File: src/rtl/pic_host_sequencer_if.sv
// PIC-side pin bundle for pic_host_sequencer: chip select, strobes, A0, data bus and INT.
// The sequencer drives through the master modport; the PIC (or a model of it) uses slave.
interface pic_host_sequencer_if;
  logic       chip_select_n;
  logic       write_enable_n;
  logic       read_enable_n;
  logic       interrupt_acknowledge_n;
  logic       address;
  logic [7:0] data_bus_out;
  logic       data_bus_io_enable;
  logic [7:0] data_bus_in;
  logic       interrupt_to_cpu;

  modport master (
    output chip_select_n, write_enable_n, read_enable_n, interrupt_acknowledge_n,
    output address, data_bus_out, data_bus_io_enable,
    input  data_bus_in, interrupt_to_cpu
  );

  modport slave (
    input  chip_select_n, write_enable_n, read_enable_n, interrupt_acknowledge_n,
    input  address, data_bus_out, data_bus_io_enable,
    output data_bus_in, interrupt_to_cpu
  );
endinterface

File: src/rtl/pic_host_sequencer.sv
// 8259 host-side bus sequencer: ICW init, OCW writes, status reads and INTA vector capture.
// Optional macro PIC_HOST_MCS80_EN enables the three-pulse MCS-80 INTA sequence.
module pic_host_sequencer #(
  parameter int STROBE_CYCLES = 2,
  parameter int GAP_CYCLES    = 1
) (
  input  logic                 clock,
  input  logic                 reset_n,
  input  logic                 init_start,
  input  logic [7:0]           icw1,
  input  logic [7:0]           icw2,
  input  logic [7:0]           icw3,
  input  logic [7:0]           icw4,
  input  logic                 cmd_req,
  output logic                 cmd_ack,
  input  logic                 cmd_a0,
  input  logic [7:0]           cmd_data,
  input  logic                 rd_req,
  output logic                 rd_valid,
  input  logic                 rd_a0,
  output logic [7:0]           rd_data,
  input  logic                 int_enable,
  input  logic                 mcs80_mode,
  pic_host_sequencer_if.master pic,
  output logic [7:0]           vector,
  output logic [7:0]           call_opcode,
  output logic                 vector_valid,
  output logic                 busy,
  output logic                 init_done
);

  // state  | meaning
  // IDLE   | bus quiet; arbitrate init > INTA > cmd write > read
  // SETUP  | CS_n low, A0 and write data presented
  // STROBE | WR_n, RD_n or INTA_n low for STROBE_CYCLES
  // HOLD   | strobe released, CS_n and data still held
  // GAP    | all strobes high for GAP_CYCLES; then next word/pulse or IDLE
  typedef enum logic [2:0] {S_IDLE, S_SETUP, S_STROBE, S_HOLD, S_GAP} state_t;
  typedef enum logic [1:0] {OP_INIT, OP_CMD, OP_RD, OP_INTA} op_t;

  localparam logic [3:0] STROBE_LOAD = 4'(STROBE_CYCLES - 1);
  localparam logic [3:0] GAP_LOAD    = 4'(GAP_CYCLES - 1);

  state_t          state_q, state_n;
  op_t             op_q, op_n;
  logic [3:0]      cnt_q, cnt_n;
  logic [1:0]      word_q, word_n;
  logic [1:0]      pulse_q, pulse_n;
  logic [1:0]      last_pulse_q;
  logic [1:0]      inta_last;

  logic            addr_q;
  logic [7:0]      data_q;
  logic [3:0][7:0] icw_q;
  logic [3:0][7:0] pend_icw_q;
  logic [3:0][7:0] icw_in;
  logic [3:0][7:0] icw_src;
  logic            pend_q;
  logic            block_q;
  logic [7:0]      rd_data_q;
  logic [7:0]      vector_q;

  logic            grant_init, grant_inta, grant_cmd, grant_rd;
  logic            init_req, int_ok;
  logic            gap_end, strobe_end, inta_final;
  logic [1:0]      next_word;
  logic            next_word_ok;
  logic            is_write, on_bus;

  assign icw_in     = {icw4, icw3, icw2, icw1};
  assign icw_src    = init_start ? icw_in : pend_icw_q;
  assign init_req   = init_start | pend_q;
  assign int_ok     = pic.interrupt_to_cpu & int_enable & ~block_q;
  assign gap_end    = (state_q == S_GAP) && (cnt_q == 4'd0);
  assign strobe_end = (state_q == S_STROBE) && (cnt_q == 4'd0);
  assign inta_final = (op_q == OP_INTA) && (pulse_q == last_pulse_q);

`ifdef PIC_HOST_MCS80_EN
  logic [7:0] call_q;

  assign inta_last = mcs80_mode ? 2'd2 : 2'd1;

  always_ff @(posedge clock or negedge reset_n) begin
    if (!reset_n) begin
      call_q <= 8'h00;
    end else if (strobe_end && op_q == OP_INTA && pulse_q == 2'd0 && last_pulse_q == 2'd2) begin
      call_q <= pic.data_bus_in;
    end
  end

  assign call_opcode = call_q;
`else
  logic unused_mcs80;

  assign unused_mcs80 = mcs80_mode;
  assign inta_last    = 2'd1;
  assign call_opcode  = 8'h00;
`endif

  // ICW3 only in cascade mode (SNGL=0), ICW4 only when IC4=1.
  always_comb begin
    next_word    = 2'd0;
    next_word_ok = 1'b0;
    case (word_q)
      2'd0: begin
        next_word    = 2'd1;
        next_word_ok = 1'b1;
      end
      2'd1: begin
        if (!icw_q[0][1]) begin
          next_word    = 2'd2;
          next_word_ok = 1'b1;
        end else if (icw_q[0][0]) begin
          next_word    = 2'd3;
          next_word_ok = 1'b1;
        end
      end
      2'd2: begin
        if (icw_q[0][0]) begin
          next_word    = 2'd3;
          next_word_ok = 1'b1;
        end
      end
      default: ;
    endcase
  end

  always_ff @(posedge clock or negedge reset_n) begin
    if (!reset_n) begin
      state_q <= S_IDLE;
      op_q    <= OP_CMD;
      cnt_q   <= 4'd0;
      word_q  <= 2'd0;
      pulse_q <= 2'd0;
    end else begin
      state_q <= state_n;
      op_q    <= op_n;
      cnt_q   <= cnt_n;
      word_q  <= word_n;
      pulse_q <= pulse_n;
    end
  end

  always_comb begin
    state_n    = state_q;
    op_n       = op_q;
    cnt_n      = cnt_q;
    word_n     = word_q;
    pulse_n    = pulse_q;
    grant_init = 1'b0;
    grant_inta = 1'b0;
    grant_cmd  = 1'b0;
    grant_rd   = 1'b0;
    case (state_q)
      S_IDLE: begin
        if (init_req) begin
          state_n    = S_SETUP;
          op_n       = OP_INIT;
          word_n     = 2'd0;
          grant_init = 1'b1;
        end else if (int_ok) begin
          state_n    = S_STROBE;
          op_n       = OP_INTA;
          cnt_n      = STROBE_LOAD;
          pulse_n    = 2'd0;
          grant_inta = 1'b1;
        end else if (cmd_req) begin
          state_n    = S_SETUP;
          op_n       = OP_CMD;
          grant_cmd  = 1'b1;
        end else if (rd_req) begin
          state_n    = S_SETUP;
          op_n       = OP_RD;
          grant_rd   = 1'b1;
        end
      end
      S_SETUP: begin
        state_n = S_STROBE;
        cnt_n   = STROBE_LOAD;
      end
      S_STROBE: begin
        if (cnt_q != 4'd0) begin
          cnt_n = cnt_q - 4'd1;
        end else if (op_q == OP_INTA) begin
          state_n = S_GAP;
          cnt_n   = GAP_LOAD;
        end else begin
          state_n = S_HOLD;
        end
      end
      S_HOLD: begin
        state_n = S_GAP;
        cnt_n   = GAP_LOAD;
      end
      S_GAP: begin
        if (cnt_q != 4'd0) begin
          cnt_n = cnt_q - 4'd1;
        end else if (op_q == OP_INIT && next_word_ok) begin
          state_n = S_SETUP;
          word_n  = next_word;
        end else if (op_q == OP_INTA && !inta_final) begin
          state_n = S_STROBE;
          cnt_n   = STROBE_LOAD;
          pulse_n = pulse_q + 2'd1;
        end else begin
          state_n = S_IDLE;
        end
      end
      default: state_n = S_IDLE;
    endcase
  end

  always_ff @(posedge clock or negedge reset_n) begin
    if (!reset_n) begin
      addr_q       <= 1'b0;
      data_q       <= 8'h00;
      icw_q        <= '0;
      pend_icw_q   <= '0;
      pend_q       <= 1'b0;
      block_q      <= 1'b0;
      last_pulse_q <= 2'd1;
      rd_data_q    <= 8'h00;
      vector_q     <= 8'h00;
    end else begin
      if (grant_init) begin
        icw_q  <= icw_src;
        addr_q <= 1'b0;
        data_q <= icw_src[0] | 8'h10;
      end else if (grant_inta) begin
        addr_q       <= 1'b0;
        last_pulse_q <= inta_last;
      end else if (grant_cmd) begin
        addr_q <= cmd_a0;
        data_q <= cmd_data;
      end else if (grant_rd) begin
        addr_q <= rd_a0;
      end else if (gap_end && op_q == OP_INIT && next_word_ok) begin
        addr_q <= 1'b1;
        data_q <= icw_q[next_word];
      end

      // A start that arrives while busy is parked and replayed from IDLE.
      if (grant_init) begin
        pend_q <= 1'b0;
      end else if (init_start) begin
        pend_q     <= 1'b1;
        pend_icw_q <= icw_in;
      end

      if (gap_end && inta_final) begin
        block_q <= 1'b1;
      end else if (state_q == S_IDLE) begin
        block_q <= 1'b0;
      end

      if (strobe_end && op_q == OP_RD) begin
        rd_data_q <= pic.data_bus_in;
      end
      if (strobe_end && op_q == OP_INTA && pulse_q == 2'd1) begin
        vector_q <= pic.data_bus_in;
      end
    end
  end

  // Strobes decode straight from the state register so an async reset releases them at once.
  assign is_write = (op_q == OP_INIT) || (op_q == OP_CMD);
  assign on_bus   = (state_q == S_SETUP) || (state_q == S_STROBE) || (state_q == S_HOLD);

  assign pic.chip_select_n           = ~(on_bus && op_q != OP_INTA);
  assign pic.write_enable_n          = ~(state_q == S_STROBE && is_write);
  assign pic.read_enable_n           = ~(state_q == S_STROBE && op_q == OP_RD);
  assign pic.interrupt_acknowledge_n = ~(state_q == S_STROBE && op_q == OP_INTA);
  assign pic.address                 = addr_q;
  assign pic.data_bus_out            = data_q;
  assign pic.data_bus_io_enable      = on_bus && is_write;

  assign busy         = (state_q != S_IDLE);
  assign init_done    = gap_end && (op_q == OP_INIT) && !next_word_ok;
  assign cmd_ack      = gap_end && (op_q == OP_CMD);
  assign rd_valid     = gap_end && (op_q == OP_RD);
  assign vector_valid = gap_end && inta_final;
  assign rd_data      = rd_data_q;
  assign vector       = vector_q;

endmodule

File: src/flat_wrapper.sv
// flat-port wrapper written by rule: the top's interface ports become plain ports
module pic_host_sequencer_flat 
#(
  parameter int STROBE_CYCLES = 2,
  parameter int GAP_CYCLES    = 1
)
  (clock, reset_n, init_start, icw1, icw2, icw3, icw4, cmd_req, cmd_ack, cmd_a0, cmd_data, rd_req, rd_valid, rd_a0, rd_data, int_enable, mcs80_mode, vector, call_opcode, vector_valid, busy, init_done, pic_chip_select_n, pic_write_enable_n, pic_read_enable_n, pic_interrupt_acknowledge_n, pic_address, pic_data_bus_out, pic_data_bus_io_enable, pic_data_bus_in, pic_interrupt_to_cpu);
  pic_host_sequencer_if pic_i ();
  input  logic clock;
  input  logic reset_n;
  input  logic init_start;
  input  logic [7:0] icw1;
  input  logic [7:0] icw2;
  input  logic [7:0] icw3;
  input  logic [7:0] icw4;
  input  logic cmd_req;
  output logic cmd_ack;
  input  logic cmd_a0;
  input  logic [7:0] cmd_data;
  input  logic rd_req;
  output logic rd_valid;
  input  logic rd_a0;
  output logic [7:0] rd_data;
  input  logic int_enable;
  input  logic mcs80_mode;
  output logic [7:0] vector;
  output logic [7:0] call_opcode;
  output logic vector_valid;
  output logic busy;
  output logic init_done;
  output wire logic [$bits(pic_i.chip_select_n)-1:0] pic_chip_select_n;
  output wire logic [$bits(pic_i.write_enable_n)-1:0] pic_write_enable_n;
  output wire logic [$bits(pic_i.read_enable_n)-1:0] pic_read_enable_n;
  output wire logic [$bits(pic_i.interrupt_acknowledge_n)-1:0] pic_interrupt_acknowledge_n;
  output wire logic [$bits(pic_i.address)-1:0] pic_address;
  output wire logic [$bits(pic_i.data_bus_out)-1:0] pic_data_bus_out;
  output wire logic [$bits(pic_i.data_bus_io_enable)-1:0] pic_data_bus_io_enable;
  input wire logic [$bits(pic_i.data_bus_in)-1:0] pic_data_bus_in;
  input wire logic [$bits(pic_i.interrupt_to_cpu)-1:0] pic_interrupt_to_cpu;
  assign pic_chip_select_n = pic_i.chip_select_n;
  assign pic_write_enable_n = pic_i.write_enable_n;
  assign pic_read_enable_n = pic_i.read_enable_n;
  assign pic_interrupt_acknowledge_n = pic_i.interrupt_acknowledge_n;
  assign pic_address = pic_i.address;
  assign pic_data_bus_out = pic_i.data_bus_out;
  assign pic_data_bus_io_enable = pic_i.data_bus_io_enable;
  assign pic_i.data_bus_in = pic_data_bus_in;
  assign pic_i.interrupt_to_cpu = pic_interrupt_to_cpu;
  pic_host_sequencer #(.STROBE_CYCLES(STROBE_CYCLES), .GAP_CYCLES(GAP_CYCLES)) u_core (.clock(clock), .reset_n(reset_n), .init_start(init_start), .icw1(icw1), .icw2(icw2), .icw3(icw3), .icw4(icw4), .cmd_req(cmd_req), .cmd_ack(cmd_ack), .cmd_a0(cmd_a0), .cmd_data(cmd_data), .rd_req(rd_req), .rd_valid(rd_valid), .rd_a0(rd_a0), .rd_data(rd_data), .int_enable(int_enable), .mcs80_mode(mcs80_mode), .pic(pic_i), .vector(vector), .call_opcode(call_opcode), .vector_valid(vector_valid), .busy(busy), .init_done(init_done));
endmodule
File: config.mk
export PLATFORM = sky130hd
export DESIGN_NAME = pic_host_sequencer_flat
export DESIGN_NICKNAME = d
export VERILOG_FILES = /design/src/rtl/pic_host_sequencer_if.sv /design/src/rtl/pic_host_sequencer.sv /design/src/flat_wrapper.sv
export SDC_FILE = /design/constraint.sdc
export NUM_CORES = 1
export LEC_CHECK = 0
export ABC_AREA = 1
export BUFFER_PORTS_ARGS = -buffer_cell sky130_fd_sc_hd__buf_2
export CAP_MARGIN = 20
export CORE_AREA = 2 2 126 92
export DETAILED_ROUTE_END_ITERATION = 12
export DIE_AREA = 0 0 128 94
export GPL_ROUTABILITY_DRIVEN = 0
export PLACE_DENSITY = 0.72
export SLEW_MARGIN = 20
export SYNTH_ARGS = -nofsm -noshare
export SYNTH_HDL_FRONTEND = slang
export SYNTH_SLANG_ARGS = --single-unit
File: constraint.sdc
create_clock -name clock -period 4.8 [get_ports clock]
set_input_delay 0.96 -clock clock [delete_from_list [all_inputs] [get_ports clock]]
set_output_delay 0.96 -clock clock [all_outputs]
set_load 0.01 [all_outputs]
==> results of run 1 <==
==> registers in the layout, summed over array words and instances, names as in the netlist <==
register / count
u_core.icw_q: 32
u_core.pend_icw_q: 32
u_core.pic.data_bus_out: 8
u_core.rd_data: 8
u_core.vector: 8
u_core.cnt_q: 4
u_core.state_q: 3
u_core.op_q: 2
u_core.pulse_q: 2
u_core.word_q: 2
u_core.block_q: 1
u_core.pend_q: 1
u_core.pic.address: 1
==> cells in the mapped netlist (all sizes together) <==
library cell | number | area share (%)
a21boi | 1 | 0.14
a21oi | 18 | 1.7
a31oi | 1 | 0.12
buf | 25 | 3.4
clkbuf | 10 | 0.71
conb | 1 | 0.071
dfrtp | 103 | 49
dfstp | 1 | 0.50
ha | 2 | 0.47
inv | 88 | 6.2
mux2i | 7 | 1.3
nand2 | 180 | 13
nand3 | 53 | 5.1
nand4 | 1 | 0.12
nor2 | 50 | 4.5
nor3 | 3 | 0.38
nor4 | 1 | 0.12
o211ai | 2 | 0.38
o21ai | 111 | 11
o21bai | 7 | 0.99
o311ai | 1 | 0.17
o31ai | 1 | 0.14
or2 | 2 | 0.24
xnor2 | 1 | 0.17
xor2 | 1 | 0.17
==> layer usage <==
metal  vias up  global-route usage, %  wire length, µm
met5         -                      0                0
met3        25                   5.01              600
li1       2275                      -                -
met4         0                   7.05              245
met1      2160                   29.4             5810
met2       131                   34.7             5620
==> metrics by stage <==
step | cell area [µm²] | setup WS, ns
global placement | 5750 | 2.12
floorplan | 5320 | 2.37
CTS | 6040 | 1.68
detailed placement | 5750 | 2.07
finish | 6040 | 1.69
global route | 6040 | 1.50
==> path summary, 6_finish.rpt <==
check | cells after the start | slack, ns | to | from
setup / recovery | 7 | 1.69 | init_done | u_core.cnt_q[0]
hold / removal | 2 | 0.48 | u_core.cnt_q[3] | u_core.cnt_q[3]
setup reg to reg | 8 | 2.52 | u_core.pic.data_bus_out[0] | u_core.cnt_q[0]
hold reg to reg | 2 | 0.48 | u_core.cnt_q[3] | u_core.cnt_q[3]
max in group asynchronous | 2 | 3.10 | u_core.icw_q[10] | reset_n
min in group asynchronous | 1 | 0.73 | u_core.pend_icw_q[25] | reset_n
==> report_power, final <==
| group | internal (W) | leakage (nW) | switching [W] | total [W] |
|---|---|---|---|---|
| logic | 0.000581 | 1.68 | 0.00114 | 0.00172 |
| clock network | 0.000405 | 0.136 | 0.000324 | 0.000729 |
| registers | 0.00127 | 1.25 | 0.000179 | 0.00145 |
| total | 0.00225 | 3.07 | 0.00164 | 0.00390 |
==> area by class of cell <==
class                      count  share of cell area (%)
clock buffer                  11                    3.85
clock inverter                 4                   0.911
inverter                      88                    5.47
multi-input combinational    451                    35.9
sequential                   104                    43.1
tap                          136                    2.82
timing repair buffer          94                    7.95
==> cell families after synthesis <==
family                     count (synthesis)  synth area share, %
muxes                                      7                 1.32
adders and majority gates                  2                0.473
xor gates and xnor gates                   2                0.331
AOI/OAI and AO/OA                        142                 14.4
other                                      1               0.0709
DFF                                      104                 49.2
and+or+nand+nor                          290                 23.9
buffers and inverters                    123                 10.3
==> critical path, stage by stage (launching register included) <==
cell     delay, ns
dfrtp_1       0.36
inv_1         0.11
ha_1          0.21
nand3_1       0.23
nor2_2        0.24
inv_1         0.11
nor4_1        0.34
buf_2         0.20
==> cell usage in the layout, fill, tap and decap left out, types with 2 or more instances in the layout <==
cell and n:
a21oi_1 18, buf_2 90, buf_4 4, clkbuf_1 2
clkbuf_16 9, conb_1 8, dfrtp_1 103, ha_1 2
inv_1 83, inv_2 5, mux2i_1 7, nand2_1 171
nand2_2 7, nand2_4 2, nand3_1 52, nor2_1 43
nor2_2 2, nor2_4 4, nor3_1 2, o21ai_0 86
o21ai_1 23, o21bai_1 7, or2_2 2
==> impl_metrics.csv, run 1 <==
group,metric,value,unit
layout,instances_no_fill,888,
pwr,power_density,645,nW/µm²
timing,fin_setup_tns,0,ns
grt,grt_pass1_vias,4480,
place,io_buffers,91,
timing,period_share,64.9,%
setup_path,path_max_fanout,6,
clock_tree,clockRootBuffer,"clkbuf_16",
layout,nFillCells,1007,
yosys,ys_seq_area_share,49.2,%
clock_tree,cts_tree,"yes",
place,dp_hpwl,8.85,mm
timing,fmax,0.321,GHz
clock_tree,cts_sinks,104,
setup_path,required,3.84,ns
layout,drive_above_1_share,18.1,%
pwr,power,0.00390,W
clock_tree,cts_max_level,3,
timing,whs,0.477,ns
yosys,ys_ff_latch,104,
drt,antenna_left,0,
floorplan,core_area,10700,µm²
layout,multi_input_area,2170,µm²
drt,wl_per_cell,13.8,µm
layout,diodes,0,
yosys,syn-mean-instance-area,7.89,µm²
floorplan,initial_core_util,49.3,%
clock_tree,cts_max_path_buffers,2,
timing,drv_slew,0,
timing,finalClockSkew,0.00688,ns
grt,grtUsageTotal,21.7,%
place,numPlacedInstances,873,
drt,viasPerCell,5.17,
floorplan,die_x,128,µm
clock_tree,postCtsSetupRepairBufs,0,
floorplan,die-area,12000,µm²
yosys,synth_cells,671,
drt,wirelength,12.3,mm
drt,dr.pass1.iters,5,
grt,grt_pass1_wl,20.8,mm
pwr,p_leak,3.07,nW
yosys,ys_warn_count,0,
setup_path,cp-start-kind,"register",
yosys,syn_area,5290,µm²
clock_tree,insertion_delay,0.35,ns
layout,utilization,56.3,%
floorplan,die_h,94,µm
grt,gr-total-overflow,0,
setup_path,arrival,2.15,ns
timing,worst_pin_slew,0.937,ns
floorplan,io_pins,101,
floorplan,rows,32,
layout,area_growth,14.2,%
yosys,ys_types,40,
clock_tree,numCtsBuffers,9,
clock_tree,cts_resized,0,
timing,setup_viol,0,
status,status,"finished, final reports clean",
drt,vias,4591,
pwr,ir_drop,0.000294,V
layout,seq_area,2600,µm²
grt,antenna_found_initial,0,
grt,grt_max_degree,79,
clock_tree,cts_hold_buffers,0,
setup_path,cp-end-kind,"output port",
timing,rsz0062_at_grt,"false",
timing,hold_viol,0,
drt,drt_iter0_drc,267,
clock_tree,clk_pin_slew,0.07,ns
timing,slew_headroom,37.6,%
layout,nets,808,
min_path,hold_class,"reg2reg",
drt,drc,0,
job,maxCapViolCount,0,
setup_path,worst-setup-path-type,"reg2out",
timing,period_needed,3.11,ns
No activity file was read; power rests on OpenSTA's default activity.
==> run 2, diff against run 1 <==
--- a/config.mk
+++ b/config.mk
@@ -12,7 +12,7 @@
 export DETAILED_ROUTE_END_ITERATION = 12
 export DIE_AREA = 0 0 128 94
 export GPL_ROUTABILITY_DRIVEN = 0
-export PLACE_DENSITY = 0.72
+export PLACE_DENSITY = 0.75
 export SLEW_MARGIN = 20
 export SYNTH_ARGS = -nofsm -noshare
 export SYNTH_HDL_FRONTEND = slang
==> constraint.sdc (replaced) <==
create_clock -name clock -period 2.76 [get_ports clock]
set_input_delay 0.552 -clock clock [delete_from_list [all_inputs] [get_ports clock]]
set_output_delay 0.552 -clock clock [all_outputs]
set_load 0.01 [all_outputs]
==> impl_metrics.csv, run 2 (same netlist as run 1, synthesis figures left out) <==
group,metric,value,unit
timing,drv_slew,0,
setup_path,path_max_fanout,6,
layout,diodes,0,
drt,drc,0,
place,dp_hpwl,9.20,mm
min_path,hold_class,"in2async",
layout,seq_area,2600,µm²
setup_path,required,2.21,ns
drt,dr.pass1.iters,5,
drt,vias,4709,
clock_tree,cts_max_path_buffers,2,
layout,drive_above_1_share,19.0,%
drt,wirelength,13.0,mm
place,placed_area,5790,µm²
grt,antenna_found_initial,0,
layout,most-common-layout-cells,"nand2_1, dfrtp_1, buf_2, o21ai_0, inv_1",
layout,utilization,56.7,%
clock_tree,cts_max_level,3,
layout,multi_input_area,2180,µm²
job,maxCapViolCount,0,
setup_path,cp-end-kind,"output port",
timing,slew_headroom,40.1,%
layout,nets,813,
place,io_buffers,91,
floorplan,die_h,94,µm
status,status,"finished, final reports clean",
grt,grt_pass1_vias,4590,
clock_tree,cts_sinks,104,
clock_tree,cts_tree,"yes",
grt,grt_pass1_wl,21.4,mm
floorplan,rows,32,
floorplan,core_area,10700,µm²
grt,grt_max_degree,79,
timing,worst_pin_slew,0.897,ns
timing,fin_setup_tns,0,ns
grt,gr-total-overflow,0,
clock_tree,clockRootBuffer,"clkbuf_16",
timing,period_share,92.1,%
timing,period_needed,2.54,ns
grt,grtUsageTotal,22.6,%
drt,antenna_left,0,
setup_path,arrival,1.99,ns
timing,setup_viol,0,
timing,whs,0.198,ns
timing,fmax,0.394,GHz
setup_path,reg2reg_slack,0.77,ns
floorplan,initial_core_util,49.3,%
timing,rsz0062_at_grt,"false",
layout,nFillCells,983,
pwr,power_density,1120,nW/µm²
place,numPlacedInstances,878,
drt,wl_per_cell,14.5,µm
floorplan,die_x,128,µm
floorplan,die-area,12000,µm²
layout,largestRegisters,"u_core.icw_q x32, u_core.pend_icw_q x32",
drt,viasPerCell,5.27,
clock_tree,clk_pin_slew,0.07,ns
pwr,p_leak,3.09,nW
clock_tree,numCtsBuffers,9,
layout,instances_no_fill,894,
timing,hold_viol,0,
pwr,ir_drop,0.000546,V
layout,area_growth,15.0,%
floorplan,io_pins,101,
drt,drt_iter0_drc,395,
setup_path,cp-start-kind,"register",
clock_tree,insertion_delay,0.35,ns
layout,final_common_cell,"nand2_1",
timing,finalClockSkew,0.00881,ns
setup_path,worst-setup-path-type,"reg2out",
layout,finalInstanceArea,6090,µm²
## run 2: worst max-delay path: stages, from the launching register on
cell and delay (ns):
dfrtp_1 0.37, inv_1 0.13, ha_1 0.23, nand3_2 0.19, nor2_4 0.18, inv_1 0.11, nor4_1 0.26, buf_2 0.18
## run 2: worst paths after layout
path / depth (start not counted) / endpoint / startpoint
min in group clock: 3 / u_core.pic.address / rd_a0
max: 7 / init_done / u_core.cnt_q[0]
max reg2reg: 7 / u_core.pic.data_bus_out[0] / u_core.state_q[2]
max in group asynchronous: 2 / u_core.pic.data_bus_out[7] / reset_n
min: 1 / u_core.icw_q[30] / reset_n
min reg2reg: 2 / u_core.pend_icw_q[2] / u_core.pend_icw_q[2]
## run 2: metrics by stage
step	total power (W)	setup WS [ns]
after floorplan	0.00474	0.736
after global placement	0.00540	0.602
after detailed placement	0.00556	0.498
after CTS	0.00681	0.0499
after global routing	0.00741	0.0614
final	0.00683	0.219
## run 2: power breakdown
part	switching (W)	total (W)	internal, W
sequential	0.000335	0.00254	0.00220
combinational	0.00203	0.00306	0.00102
clock	0.000565	0.00123	0.000662
## run 2: repair_timing
| item | 4_1_cts | 5_1_grt |
|---|---|---|
| setup endpoints to repair | 0 | 1 |
| resized for setup | 0 | 2 |
| hold buffers | 0 | 0 |
| buffers inserted | 0 | 0 |
## run 2: layout make-up
cell class / instances / share of cell area (%)
flip-flops and latches: 104 / 42.8
multi-input cells: 451 / 35.8
repair buffers: 99 / 8.51
inverters: 88 / 5.43
clock buffers: 12 / 4.21
well taps: 136 / 2.80
clock inverters: 4 / 0.473
## run 2: metal layers
layer	track usage, %	wire length [µm]	vias to the layer above
li1	-	-	2293
met1	29.9	5850	2253
met2	37.2	6210	140
met3	4.95	657	23
met4	7.23	244	0
met5	0	0	-
